**src/rtl/pci_pkg.sv**
```systemverilog
// Shared PCI definitions: C/BE# command codes, target state encoding and the
// 36-bit parity helper used for the PAR path and the write-data check.
package pci_pkg;

    typedef enum logic [3:0] {
        CMD_INT_ACK       = 4'b0000,
        CMD_SPECIAL       = 4'b0001,
        CMD_IO_READ       = 4'b0010,
        CMD_IO_WRITE      = 4'b0011,
        CMD_MEM_READ      = 4'b0110,
        CMD_MEM_WRITE     = 4'b0111,
        CMD_CFG_READ      = 4'b1010,
        CMD_CFG_WRITE     = 4'b1011,
        CMD_MEM_READ_MULT = 4'b1100,
        CMD_DUAL_ADDR     = 4'b1101,
        CMD_MEM_READ_LINE = 4'b1110,
        CMD_MEM_WRITE_INV = 4'b1111
    } pci_cmd_e;

    typedef enum logic [2:0] {
        ST_IDLE       = 3'd0,
        ST_BUSY       = 3'd1,
        ST_RD_WAIT    = 3'd2,
        ST_RD_DATA    = 3'd3,
        ST_WR_DATA    = 3'd4,
        ST_TURNAROUND = 3'd5
    } pci_state_e;

    function automatic logic calc_par(input logic [31:0] ad, input logic [3:0] cbe);
        return ^{ad, cbe};
    endfunction

endpackage

```
**src/rtl/pci_par_gen.sv**
```systemverilog
// Even parity over AD and C/BE#, shared by the read PAR drive and the
// write-data parity check.
module pci_par_gen
    import pci_pkg::*;
(
    input  logic [31:0] ad,
    input  logic [3:0]  cbe,
    output logic        par
);

    assign par = calc_par(ad, cbe);

endmodule

```
**src/rtl/pci_cfg_target.sv**
```systemverilog
// Type 0 configuration target: address decode, fast-DEVSEL# handshake,
// single-DWORD transfers with disconnect on bursts, and the pci_cfg register port.
module pci_cfg_target
    import pci_pkg::*;
#(
    parameter logic [2:0] FUNC_NUM = 3'd0
) (
    input  logic        clk,
    input  logic        rst,
    input  logic        frame_n,
    input  logic        irdy_n,
    input  logic        idsel,
    input  logic [3:0]  cbe_n,
    input  logic [31:0] ad_in,
    input  logic        par_in,
    output logic [31:0] ad_out,
    output logic        ad_oe,
    output logic        par_out,
    output logic        par_oe,
    output logic        trdy_n,
    output logic        devsel_n,
    output logic        stop_n,
    output logic        ctl_oe,
    output logic        cfg_enable,
    output logic        cfg_iswrite,
    output logic [5:0]  cfg_offset,
    output logic [31:0] cfg_write_val,
    output logic [3:0]  cfg_byte_en,
    input  logic [31:0] cfg_read_val,
    output logic        data_parity_error
);

    pci_state_e  state_r, state_nx_s;
    logic        frame_q_r, irdy_q_r;
    logic        done_r, done_nx_s;
    logic [31:0] ad_out_r, ad_out_nx_s;
    logic        ad_oe_r, ad_oe_nx_s;
    logic        par_out_r, par_out_nx_s;
    logic        par_oe_r, par_oe_nx_s;
    logic        trdy_n_r, trdy_n_nx_s;
    logic        devsel_n_r, devsel_n_nx_s;
    logic        stop_n_r, stop_n_nx_s;
    logic        ctl_oe_r, ctl_oe_nx_s;
    logic        enable_r, enable_nx_s;
    logic        iswrite_r, iswrite_nx_s;
    logic [5:0]  offset_r, offset_nx_s;
    logic [31:0] write_val_r, write_val_nx_s;
    logic [3:0]  byte_en_r, byte_en_nx_s;
    logic        dpe_r, dpe_nx_s;

    logic        addr_phase_s;
    logic        claim_s;
    logic        xfer_s;
    logic [31:0] par_ad_s;
    logic        par_s;

    assign addr_phase_s = !frame_n && frame_q_r && irdy_q_r;
    assign claim_s      = idsel && (ad_in[1:0] == 2'b00) && (ad_in[10:8] == FUNC_NUM) &&
                          ((cbe_n == CMD_CFG_READ) || (cbe_n == CMD_CFG_WRITE));
    assign xfer_s       = !trdy_n_r && !irdy_n && !done_r;

    // Read parity covers the data we drove; write parity covers the data we sampled.
    assign par_ad_s = (state_r == ST_RD_DATA) ? ad_out_r : ad_in;

    pci_par_gen u_par_gen (
        .ad  (par_ad_s),
        .cbe (cbe_n),
        .par (par_s)
    );

    // Next-state and next-output decode for the target handshake.
    always_comb begin
        state_nx_s     = state_r;
        done_nx_s      = done_r;
        ad_out_nx_s    = ad_out_r;
        ad_oe_nx_s     = ad_oe_r;
        par_out_nx_s   = par_out_r;
        par_oe_nx_s    = par_oe_r;
        trdy_n_nx_s    = trdy_n_r;
        devsel_n_nx_s  = devsel_n_r;
        stop_n_nx_s    = stop_n_r;
        ctl_oe_nx_s    = ctl_oe_r;
        offset_nx_s    = offset_r;
        write_val_nx_s = write_val_r;
        byte_en_nx_s   = byte_en_r;
        enable_nx_s    = 1'b0;
        iswrite_nx_s   = 1'b0;
        dpe_nx_s       = 1'b0;
        case (state_r)
            ST_IDLE: begin
                if (addr_phase_s && claim_s) begin
                    ctl_oe_nx_s   = 1'b1;
                    devsel_n_nx_s = 1'b0;
                    stop_n_nx_s   = 1'b1;
                    done_nx_s     = 1'b0;
                    offset_nx_s   = ad_in[7:2];
                    if (cbe_n == CMD_CFG_READ) begin
                        state_nx_s  = ST_RD_WAIT;
                        enable_nx_s = 1'b1;
                    end else begin
                        state_nx_s  = ST_WR_DATA;
                        trdy_n_nx_s = 1'b0;
                    end
                end else if (addr_phase_s) begin
                    state_nx_s = ST_BUSY;
                end else begin
                    state_nx_s = ST_IDLE;
                end
            end
            ST_BUSY: begin
                if (frame_n && irdy_n) begin
                    state_nx_s = ST_IDLE;
                end else begin
                    state_nx_s = ST_BUSY;
                end
            end
            ST_RD_WAIT: begin
                state_nx_s  = ST_RD_DATA;
                ad_oe_nx_s  = 1'b1;
                ad_out_nx_s = cfg_read_val;
                trdy_n_nx_s = 1'b0;
                stop_n_nx_s = frame_n | irdy_n;
            end
            ST_RD_DATA, ST_WR_DATA: begin
                if (xfer_s) begin
                    done_nx_s   = 1'b1;
                    trdy_n_nx_s = 1'b1;
                    if (state_r == ST_RD_DATA) begin
                        par_oe_nx_s  = 1'b1;
                        par_out_nx_s = par_s;
                    end else begin
                        write_val_nx_s = ad_in;
                        byte_en_nx_s   = ~cbe_n;
                        enable_nx_s    = 1'b1;
                        iswrite_nx_s   = 1'b1;
                        dpe_nx_s       = par_in ^ par_s;
                    end
                end else begin
                    done_nx_s = done_r;
                end
                // Only one DWORD per transaction: a still-asserted FRAME# gets STOP#.
                if (frame_n && (xfer_s || done_r)) begin
                    state_nx_s    = ST_TURNAROUND;
                    trdy_n_nx_s   = 1'b1;
                    devsel_n_nx_s = 1'b1;
                    stop_n_nx_s   = 1'b1;
                    ad_oe_nx_s    = 1'b0;
                end else if (xfer_s || done_r) begin
                    stop_n_nx_s = 1'b0;
                end else begin
                    stop_n_nx_s = frame_n | irdy_n;
                end
            end
            ST_TURNAROUND: begin
                ctl_oe_nx_s = 1'b0;
                par_oe_nx_s = 1'b0;
                if (frame_n) begin
                    state_nx_s = ST_IDLE;
                end else begin
                    state_nx_s = ST_BUSY;
                end
            end
            default: begin
                state_nx_s    = ST_IDLE;
                ad_oe_nx_s    = 1'b0;
                par_oe_nx_s   = 1'b0;
                ctl_oe_nx_s   = 1'b0;
                trdy_n_nx_s   = 1'b1;
                devsel_n_nx_s = 1'b1;
                stop_n_nx_s   = 1'b1;
            end
        endcase
    end

    // State, bus-history and output registers.
    always_ff @(posedge clk or negedge rst) begin
        if (!rst) begin
            state_r     <= ST_IDLE;
            frame_q_r   <= 1'b1;
            irdy_q_r    <= 1'b1;
            done_r      <= 1'b0;
            ad_out_r    <= 32'h0000_0000;
            ad_oe_r     <= 1'b0;
            par_out_r   <= 1'b0;
            par_oe_r    <= 1'b0;
            trdy_n_r    <= 1'b1;
            devsel_n_r  <= 1'b1;
            stop_n_r    <= 1'b1;
            ctl_oe_r    <= 1'b0;
            enable_r    <= 1'b0;
            iswrite_r   <= 1'b0;
            offset_r    <= 6'd0;
            write_val_r <= 32'h0000_0000;
            byte_en_r   <= 4'h0;
            dpe_r       <= 1'b0;
        end else begin
            state_r     <= state_nx_s;
            frame_q_r   <= frame_n;
            irdy_q_r    <= irdy_n;
            done_r      <= done_nx_s;
            ad_out_r    <= ad_out_nx_s;
            ad_oe_r     <= ad_oe_nx_s;
            par_out_r   <= par_out_nx_s;
            par_oe_r    <= par_oe_nx_s;
            trdy_n_r    <= trdy_n_nx_s;
            devsel_n_r  <= devsel_n_nx_s;
            stop_n_r    <= stop_n_nx_s;
            ctl_oe_r    <= ctl_oe_nx_s;
            enable_r    <= enable_nx_s;
            iswrite_r   <= iswrite_nx_s;
            offset_r    <= offset_nx_s;
            write_val_r <= write_val_nx_s;
            byte_en_r   <= byte_en_nx_s;
            dpe_r       <= dpe_nx_s;
        end
    end

    assign ad_out            = ad_out_r;
    assign ad_oe             = ad_oe_r;
    assign par_out           = par_out_r;
    assign par_oe            = par_oe_r;
    assign trdy_n            = trdy_n_r;
    assign devsel_n          = devsel_n_r;
    assign stop_n            = stop_n_r;
    assign ctl_oe            = ctl_oe_r;
    assign cfg_enable        = enable_r;
    assign cfg_iswrite       = iswrite_r;
    assign cfg_offset        = offset_r;
    assign cfg_write_val     = write_val_r;
    assign cfg_byte_en       = byte_en_r;
    assign data_parity_error = dpe_r;

endmodule

```
**config.mk**
```make
export PLATFORM = sky130hd
export DESIGN_NAME = pci_cfg_target
export DESIGN_NICKNAME = d
export VERILOG_FILES = /design/src/rtl/pci_pkg.sv /design/src/rtl/pci_par_gen.sv /design/src/rtl/pci_cfg_target.sv
export SDC_FILE = /design/constraint.sdc
export NUM_CORES = 1
export LEC_CHECK = 0
export ABC_AREA = 1
export BUFFER_PORTS_ARGS = -buffer_cell sky130_fd_sc_hd__buf_4
export CAP_MARGIN = 10
export CORE_MARGIN = 2
export CORE_UTILIZATION = 52
export CTS_BUF_LIST = sky130_fd_sc_hd__clkbuf_4
export DETAILED_ROUTE_END_ITERATION = 10
export GPL_ROUTABILITY_DRIVEN = 0
export PLACE_DENSITY = 0.89
export SLEW_MARGIN = 25
export SYNTH_ARGS = -nofsm -noshare
export SYNTH_HDL_FRONTEND = slang
export SYNTH_SLANG_ARGS = --single-unit
```
**constraint.sdc**
```tcl
create_clock -name clk -period 2.3 [get_ports clk]
set_input_delay 0.23 -clock clk [delete_from_list [all_inputs] [get_ports clk]]
set_output_delay 0.23 -clock clk [all_outputs]
set_load 0.005 [all_outputs]
```
==> impl_metrics.ini, run 1 <==
[die]
core_um2 = 8640
die-area_um2 = 9610
num_io_pins = 158
start_util = 0.532
die_y_um = 98.0
rows = 34
die_w_um = 98.0

[layout]
seq_area_um2 = 2260
n_antenna_cell = 0
drive_above_1_share = 0.240
final_cells = 953
fill_cells = 624
finalInstanceArea_um2 = 6420
layout_common_cells = 292 x nand2_1, 165 x buf_4, 90 x inv_1
syn_to_final_growth_pct = 39.5
nNetsFinal = 917
multi_input_area_um2 = 1920
final_common_cell = nand2_1

[logic_synthesis]
synthAdderAreaFrac = 0.00816
synth_mux_area_frac = 0
yosysUniqueCellTypes = 27
avgSynthCellArea_um2 = 7.13
yosysSeqAreaShare = 0.491
yosys.area_share.simple = 0.296
ys_ff_latch = 90
synth-compound-area-share = 0.0944
synth_xor_area_frac = 0.0133
synthesis.area_um2 = 4600
synth_top_family_by_area = simple AND/OR/NAND/NOR gates
netlist_instances = 645
yosys_warnings = 0
synth_nets = 722

[timing]
fin_crit_sh = 0.911
setup_tns_ns = 0
hold_viol = 0
worst_pin_slew_ns = 0.922
rsz0062_at_grt = no
worst_hold_slack_ns = 0.00182
slew_headroom = 0.384
max_clock_freq_ghz = 0.477
finalSetupViolations = 0
fin_skew_ns = 0.0223
min_period_ns = 2.10
drv_slew = 0

[clock_tree]
clockBufferDepth = 2
cts.sinks = 90
cts_root_buf = clkbuf_4
cts_made_buffers = 9
cts_tree = done
clk_latency_ns = 0.45
clk_pin_slew_ns = 0.14
htree_levels = 3

[power]
irDropWorstVdd_mv = 0.366
p_total_mw = 3.06
p_leak_nw = 3.68
power_density_nw_per_um2 = 477

[placement]
portBuffers = 157
post_dp_cell_area_um2 = 5910
placed_cells = 898
dpl.hpwl_um = 9300

[worst_setup_path]
slowest_stage = dfrtp_1
endpoint_kind = flop
path_cells = inv_2, nand3_2, nand2_1, nand2_1, nand2_1, nand3_1, nand2_1, nand2_1, nand2_1, nand2_2, nand2_2, nand2_1, nand3_1, nand2_1, nor2_1, nor2_1
required_ns = 2.65
crit_type = flop to flop
startpoint_type = flop
cp_slowest_stage_delay_ns = 0.48
path_max_fanout = 12
crit_arrival_ns = 2.44
path_common_cell = nand2_1

[grt]
grt_pass1_vias = 4670
grtUsageTotal = 0.275
antenna_found_initial = 0
grt_pass1_wl_um = 21300
grt_max_degree = 70
grt_overflow = 0

[routing]
dr_total_vias = 4903
firstDrtPassIters = 7
routed_wl_um = 13300
drc_errors = 0
drtAntennaViolNets = 0
initialDrtViolationCount = 218
viasPerCell = 5.14
post_drt_wl_per_cell_um = 13.9

[hold_path]
min-delay-path-class = input port to flop

[run]
max-cap-violations = 0

[run_status]
status = finished, final reports clean
## cell type report
cell class / count / share of cell area
Timing Repair Buffer: 202 / 0.254
Inverter: 96 / 0.0562
Multi-Input combinational cell: 441 / 0.299
Clock inverter: 7 / 0.00702
Sequential cell: 90 / 0.352
Clock buffer: 9 / 0.0105
Tap cell: 108 / 0.0211
## layer usage
metal  up-vias  routed length, µm  GRT usage
li1       2356                  -          -
met1      2290               5240      0.341
met2       215               6660      0.468
met3        42                949     0.0544
met4         0                431      0.119
met5         -                  0          0
## state kept, by name, indices dropped and copies added (netlist names), 3 cells and up
name and count:
ad_out 32, state_r 3, cfg_offset 6, cfg_write_val 32, cfg_byte_en 4
## logic make-up (layout without fill, tap and decap cells)
family | after synthesis | after routing
flip-flops | 90 | 90
adder cells (fa/ha/maj) | 3 | 3
AND/OR/NAND/NOR | 347 | 348
XOR/XNOR | 7 | 7
buffers and inverters | 115 | 314
AO/OA/AOI/OAI | 83 | 83
## power breakdown
part	leakage, nW	internal [mW]	switching, mW	total [mW]
registers	1.07	1.64	0.0301	1.67
logic	2.55	0.282	0.321	0.603
clock network	0.0558	0.218	0.571	0.790
total	3.68	2.14	0.922	3.06
## worst max-delay path, delay by kind of cell, from the launching register on
kind,cells,cell delay (ns)
and+or+nand+nor,15,1.38
buffers and inverters,1,0.16
DFF,1,0.48
## Yosys cell counts, drive strengths merged
cell type,number,area share
o21a,1,0.0016
nand4,1,0.0014
o2111ai,1,0.0019
dfstp,5,0.029
nand2,295,0.24
xnor2,6,0.011
ha,3,0.0082
a2111oi,1,0.0019
o211ai,2,0.0033
nor2,28,0.024
buf,4,0.0065
o31ai,1,0.0016
clkbuf,15,0.012
nand3,21,0.025
xor2,1,0.0019
a21oi,6,0.0065
dfrtp,85,0.46
a31oi,1,0.0014
inv,96,0.078
o21ai,70,0.076
nor4,1,0.0014
nor3,1,0.0011
## stage by stage
stage	util	worst slack, ns
finish	0.743	0.205
global route	0.743	0.00372
floorplan	-	0.475
global placement	0.684	0.198
CTS	0.733	0.0483
detailed placement	0.684	0.0843
## worst paths after layout
kind                            cells after the start  slack, ns            start                 to
worst max-delay path                               16       0.20       state_r[2]  data_parity_error
worst min-delay path                                3      0.002  cfg_read_val[6]          ad_out[6]
worst max register to register                     16       0.20       state_r[2]  data_parity_error
worst min register to register                      2       0.50    cfg_offset[1]      cfg_offset[1]
max in group asynchronous                           3       1.28              rst           devsel_n
min in group asynchronous                           2       0.30              rst         ad_out[20]
## what timing repair did
action,4_1_cts,5_1_grt
hold buffers,31,4
endpoints found under the setup margin,0,2
gates resized for setup,0,3
endpoints found under the hold margin,75,4
setup buffers,0,3
(Power assumes the default switching activity.)
==> run 2: changes to the inputs <==
--- a/config.mk
+++ b/config.mk
@@ -5,15 +5,14 @@
 export SDC_FILE = /design/constraint.sdc
 export NUM_CORES = 1
 export LEC_CHECK = 0
-export ABC_AREA = 1
 export BUFFER_PORTS_ARGS = -buffer_cell sky130_fd_sc_hd__buf_4
 export CAP_MARGIN = 10
 export CORE_MARGIN = 2
-export CORE_UTILIZATION = 52
+export CORE_UTILIZATION = 46
 export CTS_BUF_LIST = sky130_fd_sc_hd__clkbuf_4
 export DETAILED_ROUTE_END_ITERATION = 10
 export GPL_ROUTABILITY_DRIVEN = 0
-export PLACE_DENSITY = 0.89
+export PLACE_DENSITY = 0.85
 export SLEW_MARGIN = 25
 export SYNTH_ARGS = -nofsm -noshare
 export SYNTH_HDL_FRONTEND = slang
==> constraint.sdc (replaced) <==
create_clock -name clk -period 1.8 [get_ports clk]
set_input_delay 0.18 -clock clk [delete_from_list [all_inputs] [get_ports clk]]
set_output_delay 0.18 -clock clk [all_outputs]
set_load 0.005 [all_outputs]
==> run 2 against run 1 <==
Largest cell class is now buffers. Core utilization increased by 2.5 points. Via count decreased by 25%. Die area increased by 4.5%. Sequential power increased by 59%. Count of clock-buffer cells in the layout unchanged. Power increased by 140%. Global-route usage decreased by 2.3 points. Clock power increased by 61%. Hold slack improved by 0.072 ns. The flow now finishes with violations (setup timing).
==> impl_metrics.ini, run 2 <==
[placement]
placed_cells = 632
portBuffers = 157
post_dp_cell_area_um2 = 5950
dpl.hpwl_um = 7910

[clock_tree]
clockBufferDepth = 2
cts_made_buffers = 9
cts_tree = done
clk_latency_ns = 0.45
cts_root_buf = clkbuf_4
htree_levels = 3
clk_pin_slew_ns = 0.14
cts.sinks = 90

[routing]
routed_wl_um = 12600
drtAntennaViolNets = 0
post_drt_wl_per_cell_um = 17.5
dr_total_vias = 3653
viasPerCell = 5.07
drc_errors = 0
firstDrtPassIters = 4
initialDrtViolationCount = 149

[die]
rows = 35
die_y_um = 100
start_util = 0.467
num_io_pins = 158
die-area_um2 = 10000
die_w_um = 100
core_um2 = 9110

[worst_setup_path]
cp-startpoint = ad_out[10]
startpoint_type = flop
endpoint_kind = flop
crit_type = flop to flop
rr_endpoint = data_parity_error
worstReg2RegStart = ad_out[10]
r2r_setup_slack_ns = -0.13
r2r_cells = 7
path_max_fanout = 2
crit_arrival_ns = 2.29
required_ns = 2.15

[layout]
finalInstanceArea_um2 = 6990
layout_common_cells = 205 x buf_4, 85 x dfrtp_1, 66 x dlygate4sd3_1
syn_to_final_growth_pct = 64.3
final_common_cell = buf_4
n_antenna_cell = 0
drive_above_1_share = 0.539
final_cells = 720
nNetsFinal = 681

[logic_synthesis]
synthArstFlopShare = 1.00
yosysSeqAreaShare = 0.531
yosys_most_used_dff = dfrtp_1
yosys_warnings = 0
synth.top_cell.area_share = 0.500
synthesis.area_um2 = 4260
netlist_instances = 329
yosysMostFrequentCell = dfrtp_1
synth_top_area_cell = dfrtp_1
ys_ff_latch = 90
yosysUniqueCellTypes = 38
avgSynthCellArea_um2 = 12.9
synth_common_cells = 85 x dfrtp_1, 65 x mux2_2, 50 x xnor2_1
ys_top_cells_by_area = dfrtp_1 50%, mux2_2 17%, xnor2_1 10%
synth-edff-count = 0
synth_nets = 406

[timing]
slew_headroom = 0.609
fin_crit_sh = 1.07
worst_pin_slew_ns = 0.586
rsz0062_at_grt = yes
drv_slew = 0
max_clock_freq_ghz = 0.517
finalSetupViolations = 2
hold_viol = 0
setup_slack_ns = -0.134
min_period_ns = 1.93
worst_hold_slack_ns = 0.0733
fin_skew_ns = 0.0152

[hold_path]
min-delay-path-class = input port to flop
whs_path_depth = 3
min_from = ad_in[5]
whs_endpoint = cfg_offset[3]

[power]
irDropWorstVdd_mv = 1.02
power_density_nw_per_um2 = 1050
p_total_mw = 7.34
p_leak_nw = 3.50

[grt]
grt_overflow = 0
grt_pass1_vias = 3899
grtUsageTotal = 0.251
grt_pass1_wl_um = 19500
antenna_found_initial = 0
grt_max_degree = 45

[run_status]
status = finished, violations left
violations = setup timing

[run]
max-cap-violations = 0
run 2: cell count changes after synthesis, moves of 7 or more:
cell     change
nand3_1     -15
mux2_2      +65
xor2_1       +7
o21ai_0     -46
nor2_1      -17
xnor2_1     +44
nand2_1    -279
inv_1       -86
run 2: where the power goes:
| group | internal, mW | total [mW] | switching [mW] |
|---|---|---|---|
| Combinational | 2.08 | 3.41 | 1.33 |
| Sequential | 2.37 | 2.66 | 0.292 |
| Clock | 0.562 | 1.27 | 0.710 |
run 2: worst max-delay path, stage by stage (launching register included):
cell	delay [ns]
dfrtp_1	0.41
xor2_1	0.21
xnor2_1	0.12
xnor2_1	0.26
mux2i_1	0.15
xnor3_1	0.42
xnor3_1	0.23
nor2_1	0.04
run 2: repair_timing:
item	4_1_cts	5_1_grt
setup buffers	4	2
pin swaps	8	9
gates cloned	0	2
endpoints found under the hold margin	104	1
gates resized for setup	12	17
hold buffers	65	1
endpoints found under the setup margin	9	68
run 2: how the worst max path moves through the flow:
stage          slack, ns  cells after the start                end
2_1_floorplan      -0.20                     10      cfg_offset[0]
3_3_place_gp       -0.46                     11      cfg_offset[1]
3_5_place_dp       -0.48                     11      cfg_offset[2]
4_1_cts            -0.11                      7  data_parity_error
5_1_grt            -0.26                      7  data_parity_error
6_report           -0.13                      7  data_parity_error
run 2: area by class of cell:
class | instances | area [µm²]
timing repair buffer | 278 | 2340
clock inverter | 7 | 92.6
multi-input combinational | 219 | 2060
fill | 554 | 2110
sequential | 90 | 2260
clock buffer | 9 | 67.6
inverter | 6 | 35.0
tap | 111 | 139
run 2: metal layers:
metal | vias up | wire length, µm | global-route usage
met3 | 36 | 798 | 0.0655
met4 | 0 | 414 | 0.105
met2 | 155 | 6810 | 0.446
met5 | - | 0 | 0
met1 | 1775 | 4550 | 0.287
li1 | 1687 | - | -
run 2: through the flow:
stage	worst slack (ns)	util	TNS, ns
6_report	-0.134	0.768	-0.260
3_3_place_gp	-0.456	0.653	-3.65
5_1_grt	-0.255	0.768	-0.681
2_1_floorplan	-0.195	-	-1.19
4_1_cts	-0.114	0.751	-0.630
3_5_place_dp	-0.480	0.653	-4.26
run 2: kinds of logic (layout without fill, tap and decap cells):
logic type               count (synthesis)  count (layout)  share of synthesized area
flip-flops                              90              90                      0.531
multiplexers                            77              77                      0.207
XOR/XNOR                                60              60                      0.130
AND/OR/NAND/NOR                         43              43                     0.0553
AO/OA/AOI/OAI                           36              36                     0.0485
buffers and inverters                   20             300                     0.0197
adder cells (fa/ha/maj)                  3               3                    0.00882
==> run 3: changes to the inputs <==
--- a/config.mk
+++ b/config.mk
@@ -13,6 +13,7 @@
 export DETAILED_ROUTE_END_ITERATION = 10
 export GPL_ROUTABILITY_DRIVEN = 0
 export PLACE_DENSITY = 0.85
+export SETUP_SLACK_MARGIN = 0.3
 export SLEW_MARGIN = 25
 export SYNTH_ARGS = -nofsm -noshare
 export SYNTH_HDL_FRONTEND = slang
==> run 3 against run 2 <==
The run still ends with setup timing left. Non-clock buffer count rose by 12. Count of clock-buffer cells in the layout is the same. Clock skew grew 0.0076 ns. Global-route usage rose by 2.3 points. Flip-flop and latch count stayed put. Critical path depth rose by 4. Sequential power grew 2%. Power up 3.1%. Fmax decreased by 4.7%. Critical path type is now input port to flop.
==> impl_metrics.ini, run 3 (synthesis gave the netlist of run 2 again) <==
[run_status]
status = finished, violations left
violations = setup timing

[power]
power_density_nw_per_um2 = 997
p_leak_nw = 3.80
irDropWorstVdd_mv = 0.862

[timing]
slew_headroom = 0.682
min_period_ns = 2.03
finalSetupViolations = 30
worst_pin_slew_ns = 0.477
setup_slack_ns = -0.229
rsz0062_at_grt = yes
drv_slew = 0
worst_hold_slack_ns = 0.0255
fin_skew_ns = 0.0228
max_clock_freq_ghz = 0.493
hold_viol = 0
fin_crit_sh = 1.13

[grt]
grt_max_degree = 58
antenna_found_initial = 1
grtUsageTotal = 0.274
grt_pass1_vias = 4054
grt_overflow = 0
grt_pass1_wl_um = 21000

[clock_tree]
cts_tree = done
clk_latency_ns = 0.48
clockBufferDepth = 2
cts_root_buf = clkbuf_4
cts.sinks = 90
cts_made_buffers = 9
clk_pin_slew_ns = 0.17
htree_levels = 3

[die]
die_y_um = 100
num_io_pins = 158
die-area_um2 = 10000
rows = 35
die_w_um = 100
core_um2 = 9110
start_util = 0.467

[layout]
finalInstanceArea_um2 = 7590
fin_util = 0.833
layout_common_cells = 196 x buf_4, 85 x dfrtp_1, 67 x dlygate4sd3_1
fill_cells = 459
nNetsFinal = 693
syn_to_final_growth_pct = 78.3
final_cells = 733
drive_above_1_share = 0.581
final_common_cell = buf_4

[placement]
portBuffers = 157
placed_cells = 614
post_dp_cell_area_um2 = 5850
dpl.hpwl_um = 7660
post-place-ws_ns = -0.459

[worst_setup_path]
endpoint_kind = flop
r2r_cells = 7
crit_type = input port to flop
required_ns = 2.17
path_max_fanout = 7
r2r_setup_slack_ns = -0.11
rr_endpoint = data_parity_error
endpoint = cfg_offset[1]
cp-startpoint = cbe_n[2]
crit_arrival_ns = 2.40
startpoint_type = input port
worstReg2RegStart = state_r[1]

[routing]
drc_errors = 0
initialDrtViolationCount = 156
post_drt_wl_per_cell_um = 21.6
viasPerCell = 5.39
routed_wl_um = 15800
dr_total_vias = 3949
firstDrtPassIters = 5
drtAntennaViolNets = 0

[hold_path]
whs_path_depth = 3
min-delay-path-class = input port to flop

[run]
max-cap-violations = 0
==> run 3: cell count changes in the layout (fill, tap and decap cells not counted), moves of 3 or more <==
cell	delta
buf_16	+4
o21ai_2	+6
buf_4	-9
a21oi_1	-3
a21oi_2	+3
nand2_1	-5
nand2_4	+3
mux2_2	-55
o21ai_0	-12
buf_6	+12
o21ai_1	+4
mux2_4	+55
==> run 3: stage by stage <==
step	setup TNS, ns	power [mW]
finish	-1.91	7.57
global route	-3.81	7.94
CTS	-0.0999	7.22
detailed placement	-3.80	5.51
global placement	-2.87	5.43
floorplan	-1.23	4.22
==> run 3: layer usage <==
| layer | wire length, µm | global-route usage | share of wire | vias to the layer above |
|---|---|---|---|---|
| met5 | 0 | 0 | 0 | - |
| met2 | 8430 | 0.514 | 0.53 | 194 |
| li1 | - | - | - | 1717 |
| met1 | 5750 | 0.309 | 0.36 | 1981 |
| met4 | 597 | 0.0991 | 0.038 | 0 |
| met3 | 1020 | 0.0494 | 0.065 | 57 |
==> run 3: worst max-delay path, stage by stage <==
cell	delay [ns]
buf_12	0.11
inv_12	0.04
ha_4	0.13
nor4b_4	0.19
o21ai_1	0.16
nor4b_2	0.41
nor3b_4	0.30
inv_2	0.07
or3_1	0.33
buf_6	0.16
mux2_4	0.31
==> run 3: repair_timing <==
item                       in CTS  in global routing
setup buffers                  16                 11
hold endpoints to repair      157                  0
hold buffers                   67                  0
pin swaps                       9                 26
gates resized for setup        58                 79
cloned                          4                  4
setup endpoints to repair      77                 86
==> run 3: worst min path at each step <==
stage / startpoint / endpoint / slack, ns
2_1_floorplan: rst / ad_oe / -0.12
4_1_cts: ad_in[7] / cfg_offset[5] / 0.03
5_1_grt: ad_in[7] / cfg_offset[5] / 0.01
6_report: ad_in[7] / cfg_offset[5] / 0.03
3_5_place_dp: rst / ctl_oe / 0.003
3_3_place_gp: rst / ctl_oe / 0.004
==> run 3: final cells by class <==
class	count	area [µm²]	share of cell area
Multi-Input combinational cell	219	2380	0.313
Tap cell	111	139	0.0183
Timing Repair Buffer	290	2610	0.344
Clock buffer	9	67.6	0.00890
Antenna cell	1	2.50	0.000330
Clock inverter	7	100	0.0132
Sequential cell	90	2260	0.298
Inverter	6	35.0	0.00462
==> run 3: power by group <==
part	switching, mW	internal (mW)	total (mW)	leakage (nW)
registers	0.334	2.37	2.70	1.18
logic	1.32	2.18	3.51	2.54
clock network	0.785	0.574	1.36	0.0845
total	2.44	5.12	7.57	3.80
